**config.mk**
```make
export PLATFORM = sky130hd
export DESIGN_NAME = ll_window_scheduler
export DESIGN_NICKNAME = d
export VERILOG_FILES = /design/src/rtl/ll_window_scheduler.sv
export SDC_FILE = /design/constraint.sdc
export NUM_CORES = 1
export LEC_CHECK = 0
export CELL_PAD_IN_SITES_DETAIL_PLACEMENT = 1
export CELL_PAD_IN_SITES_GLOBAL_PLACEMENT = 1
export CORE_MARGIN = 2
export CORE_UTILIZATION = 49
export DETAILED_ROUTE_END_ITERATION = 16
export PLACE_DENSITY_LB_ADDON = 0.1
export SYNTH_ARGS = -nofsm -noshare
export SYNTH_HDL_FRONTEND = slang
export SYNTH_SLANG_ARGS = --single-unit
```
**constraint.sdc**
```tcl
create_clock -name clk -period 18 [get_ports clk]
set_input_delay 4.5 -clock clk [delete_from_list [all_inputs] [get_ports clk]]
set_output_delay 4.5 -clock clk [all_outputs]
set_load 0.01 [all_outputs]
```
**src/rtl/ll_window_scheduler.sv**
```systemverilog
// Shared line-length engine: one |x[i]-x[i-1]| datapath time-multiplexed over
// NUM_CH round-robin requesters, emitting one windowed sum per WIN_LEN diffs.
module ll_window_scheduler #(
  parameter int DATA_W  = 32,
  parameter int NUM_CH  = 4,
  parameter int WIN_LEN = 256,
  localparam int CH_W   = $clog2(NUM_CH),
  localparam int CNT_W  = $clog2(WIN_LEN),
  localparam int ACC_W  = DATA_W + 1 + CNT_W
) (
  input  logic                     clk,
  input  logic                     rst,
  input  logic [NUM_CH-1:0]        req_valid,
  input  logic [NUM_CH*DATA_W-1:0] req_data,
  output logic [NUM_CH-1:0]        req_ready,
  output logic                     out_valid,
  input  logic                     out_ready,
  output logic [CH_W-1:0]          out_ch,
  output logic [ACC_W-1:0]         out_sum
);

  logic [CH_W-1:0]   ptr_reg;
  logic [DATA_W-1:0] prev_reg [NUM_CH];
  logic [NUM_CH-1:0] primed_reg;
  logic [ACC_W-1:0]  acc_reg  [NUM_CH];
  logic [CNT_W-1:0]  cnt_reg  [NUM_CH];
  logic              out_valid_reg;
  logic [CH_W-1:0]   out_ch_reg;
  logic [ACC_W-1:0]  out_sum_reg;

  logic              gnt_any;
  logic [CH_W-1:0]   gnt_ch;
  int                arb_idx;
  logic              stall;
  logic              accept;
  logic              win_done;
  logic              complete;
  logic [CH_W-1:0]   ptr_next;
  logic [DATA_W-1:0] sample;
  logic [DATA_W:0]   diff_s;
  logic [DATA_W:0]   mag;
  logic [ACC_W-1:0]  sum_next;

  // Search downward so the last hit written is the one nearest to ptr.
  always_comb begin
    gnt_any = 1'b0;
    gnt_ch  = '0;
    arb_idx = 0;
    for (int k = NUM_CH - 1; k >= 0; k--) begin
      arb_idx = int'(ptr_reg) + k;
      if (arb_idx >= NUM_CH) arb_idx = arb_idx - NUM_CH;
      if (req_valid[arb_idx]) begin
        gnt_any = 1'b1;
        gnt_ch  = CH_W'(arb_idx);
      end
    end
  end

  assign stall  = out_valid_reg & ~out_ready;
  assign accept = gnt_any & ~stall;

  generate
    for (genvar gi = 0; gi < NUM_CH; gi++) begin : g_ready
      assign req_ready[gi] = accept & (gnt_ch == CH_W'(gi));
    end
  endgenerate

  assign ptr_next = (gnt_ch == CH_W'(NUM_CH - 1)) ? '0 : gnt_ch + CH_W'(1);

  // Sign-extend both operands one bit so the difference never wraps.
  assign sample   = req_data[gnt_ch*DATA_W +: DATA_W];
  assign diff_s   = {sample[DATA_W-1], sample} - {prev_reg[gnt_ch][DATA_W-1], prev_reg[gnt_ch]};
  assign mag      = diff_s[DATA_W] ? -diff_s : diff_s;
  assign sum_next = acc_reg[gnt_ch] + ACC_W'(mag);
  assign win_done = (cnt_reg[gnt_ch] == CNT_W'(WIN_LEN - 1));
  assign complete = accept & primed_reg[gnt_ch] & win_done;

  always_ff @(posedge clk) begin
    if (rst) begin
      ptr_reg       <= '0;
      primed_reg    <= '0;
      out_valid_reg <= 1'b0;
      out_ch_reg    <= '0;
      out_sum_reg   <= '0;
      for (int c = 0; c < NUM_CH; c++) begin
        prev_reg[c] <= '0;
        acc_reg[c]  <= '0;
        cnt_reg[c]  <= '0;
      end
    end else begin
      if (accept) begin
        ptr_reg            <= ptr_next;
        prev_reg[gnt_ch]   <= sample;
        primed_reg[gnt_ch] <= 1'b1;
        if (primed_reg[gnt_ch]) begin
          if (win_done) begin
            acc_reg[gnt_ch] <= '0;
            cnt_reg[gnt_ch] <= '0;
          end else begin
            acc_reg[gnt_ch] <= sum_next;
            cnt_reg[gnt_ch] <= cnt_reg[gnt_ch] + CNT_W'(1);
          end
        end
      end
      // A new completion wins over a same-cycle handshake of the old result.
      if (complete) begin
        out_valid_reg <= 1'b1;
        out_ch_reg    <= gnt_ch;
        out_sum_reg   <= sum_next;
      end else if (out_ready) begin
        out_valid_reg <= 1'b0;
      end
    end
  end

  assign out_valid = out_valid_reg;
  assign out_ch    = out_ch_reg;
  assign out_sum   = out_sum_reg;

endmodule
```
==> results.toml <==
[yosys]
synthesized_area_fraction_occupied_by_adder_cells_pct = 4.199
post_synth_mux_area_share_pct = 2.116
synth-edff-count = 324
synth_top_family_by_area = "simple AND/OR/NAND/NOR gates"
synthTopCellsByArea = "sky130_fd_sc_hd__edfxtp_1 (44%), sky130_fd_sc_hd__nand2_1 (8.0%), sky130_fd_sc_hd__nor2_1 (5.5%)"
mappedNetlistArea_um2 = 22110
synth_compound_gate_area_share_pct = 12.25
yosysSeqAreaShare_pct = 48.53
avgSynthCellArea_um2 = 9.043
syn_inst = 2445
synth_top_area_share_pct = 44.00
synth-warning-count = 0
synth_cell_type_count = 88
yosys.area_share.xor_xnor_pct = 3.203
synth_top_cell_by_area = "sky130_fd_sc_hd__edfxtp_1"
synth_simple_gate_area_share_pct = 25.81
synth-main-ff-cell = "sky130_fd_sc_hd__edfxtp_1"
syn_nets = 2653
synth-seq-cells = 374
synth-async-reset-ratio_pct = 0

[pwr]
vdd_drop_max_mv = 0.1484
total_power_mw = 5.434
power.leakage_nw = 10.16
power_density_nw_per_um2 = 210.6

[grt]
total_grt_usage_pct = 30.96
antenna_found_initial = 1
grt_pass1_wl_mm = 113.5
overflow = 0
first_global_vias = 20360
grt_start_max_net_pins = 143

[final_layout]
finish.cell_count_without_fillers = 3176
layout.cells.most_common_list = "sky130_fd_sc_hd__nand2_1 (465), sky130_fd_sc_hd__nor2_1 (324), sky130_fd_sc_hd__edfxtp_1 (324), sky130_fd_sc_hd__clkdlybuf4s50_1 (181), sky130_fd_sc_hd__and2_1 (112)"
mostFrequentLayoutCell = "sky130_fd_sc_hd__nand2_1"
nets = 2758
post-route-cell-area_um2 = 25800
fraction_of_layout_cells_with_a_size_suffix_above_1_pct = 6.385
filler_cell_count = 5026
post-route-util_pct = 58.08
largest_reg_flops = 164
area.growth.synth_to_final_pct = 16.67
antenna_cell_count = 0

[timing]
slew-limit-headroom_pct = 14.40
timing.final.max_slew_violations = 0
hold_viol = 0
fmax_ghz = 0.07160
whs_ps = 460.0
rsz0062_at_grt = "no"
clock_skew_ps = 22.07
tightestPinTransition_ps = 1279
period_minus_slack_ps = 13970
total_negative_slack_for_setup_checks_ps = 0
fin_ws_ps = 4034
crit_share_post_route_pct = 77.59
setup_viol = 0

[routing]
routedWlPerCell_um = 22.84
dr.first_iter.drc_count = 1352
viasPerCell = 6.009
wl_mm = 72.54
drc = 0
vias = 19090
antenna_left = 0
drtPass1Iterations = 7

[clock_network]
clock_path_buffers = 3
tritoncts = "done"
cts_made_buffers = 43
cts.htree.levels = 2
clkTransAtPathRegs_ps = 60
clock_sinks = 374
post_cts_resize_count = 0
cts_hold_buffers = 0
clkLatencyLatePin_ps = 590
root_buffer = "sky130_fd_sc_hd__clkbuf_16"
cts_post_setup_buffers_inserted = 0

[place]
io_buffer_count = 182
place_worst_setup_slack_ps = 3534
globalplace.congestion = 0.8860
place.detailed.instances = 3097
postPlaceCellArea_um2 = 24450
dpl.hpwl_mm = 47.56

[floorplan]
die_h_um = 216.4
ioPinCount = 183
initial_util_pct = 49.78
floorplan.rows = 77
die_outline_area_um2 = 46840
die_width_um = 216.4
placeableCoreArea_um2 = 44410

[worst_setup_path]
worst_stage_delay_on_the_critical_path_ps = 760
critical_path_buf_inv_count = 6
crit_path_end_kind = "flop"
timing.critical_path.max_delay_family = "compound AO/OA/AOI/OAI gates"
critical-path-top-cell-by-count = "sky130_fd_sc_hd__a31oi_1"
crit_slowest_cell = "sky130_fd_sc_hd__buf_4"
path_class = "input port to flop"
cp.arrival_ps = 14260
required_ps = 18290
cp-start-kind = "input port"
worst-path-max-fanout = 100

[run]
max_cap_viols = 0

[run_status]
run_status = "finished clean"

[min_path]
worstHoldPathType = "flop to flop"
layer usage:
metal | global-route usage, % | share of wire, %
met5 | 0 | 0
met4 | 14.04 | 4.2
met3 | 3.733 | 4.8
met2 | 54.01 | 49
met1 | 38.49 | 42
worst paths after layout:
check                                         startpoint                      endpoint  slack, ps  cells past startpoint
worst max-delay path                        req_valid[0]  acc_reg[2][21]$_SDFFCE_PN0P_       4030                     32
worst min-delay path            out_sum[17]$_SDFFE_PP0P_      out_sum[17]$_SDFFE_PP0P_        460                      2
worst max register to register   ptr_reg[0]$_SDFFE_PP0P_  acc_reg[2][21]$_SDFFCE_PN0P_       8200                     29
worst min register to register  out_sum[17]$_SDFFE_PP0P_      out_sum[17]$_SDFFE_PP0P_        460                      2
cell type report:
| cell class | count | area (um2) | area share, % |
|---|---|---|---|
| clock inverters | 16 | 118.9 | 0.4608 |
| flip-flops and latches | 374 | 10730 | 41.59 |
| repair buffers | 210 | 2039 | 7.906 |
| inverters | 69 | 264.0 | 1.023 |
| well taps | 592 | 740.7 | 2.871 |
| clock buffers | 63 | 1232 | 4.777 |
| multi-input cells | 1852 | 10670 | 41.37 |
report_power, final:
part | internal [mW] | switching [mW] | total, mW
clock | 0.489 | 0.359 | 0.848
sequential | 1.07 | 0.0290 | 1.10
combinational | 1.15 | 2.34 | 3.49
total | 2.70 | 2.73 | 5.43
cells in the mapped netlist, drive strengths merged, types with 18 or more instances:
cell / instances
a211oi: 21
a21o: 29
a21oi: 101
a31oi: 88
and2: 112
and3: 109
buf: 41
clkbuf: 109
dfxtp: 50
edfxtp: 324
ha: 71
inv: 69
mux2i: 31
nand2: 471
nand2b: 18
nand3: 62
nor2: 324
nor3: 58
o21ai: 86
or2: 18
xnor2: 43
xor2: 37
worst reg2reg max path, delay by kind of cell (launching register included):
kind                     cells  cell delay (ps)
XOR/XNOR                     1              150
adder cells (fa/ha/maj)      2              820
buffers and inverters        3             1530
AND/OR/NAND/NOR              8             2280
flip-flops                   1              370
AO/OA/AOI/OAI               15             4390
cell families (layout without fill, tap and decap cells):
kind of cell	Yosys count	count (layout)
simple gates	1231	1231
compound gates	423	423
flops	374	374
buf+inv	219	358
xor+xnor	80	80
fa+ha+maj	73	73
mux	45	45
No activity file was read; power rests on OpenSTA's default activity.
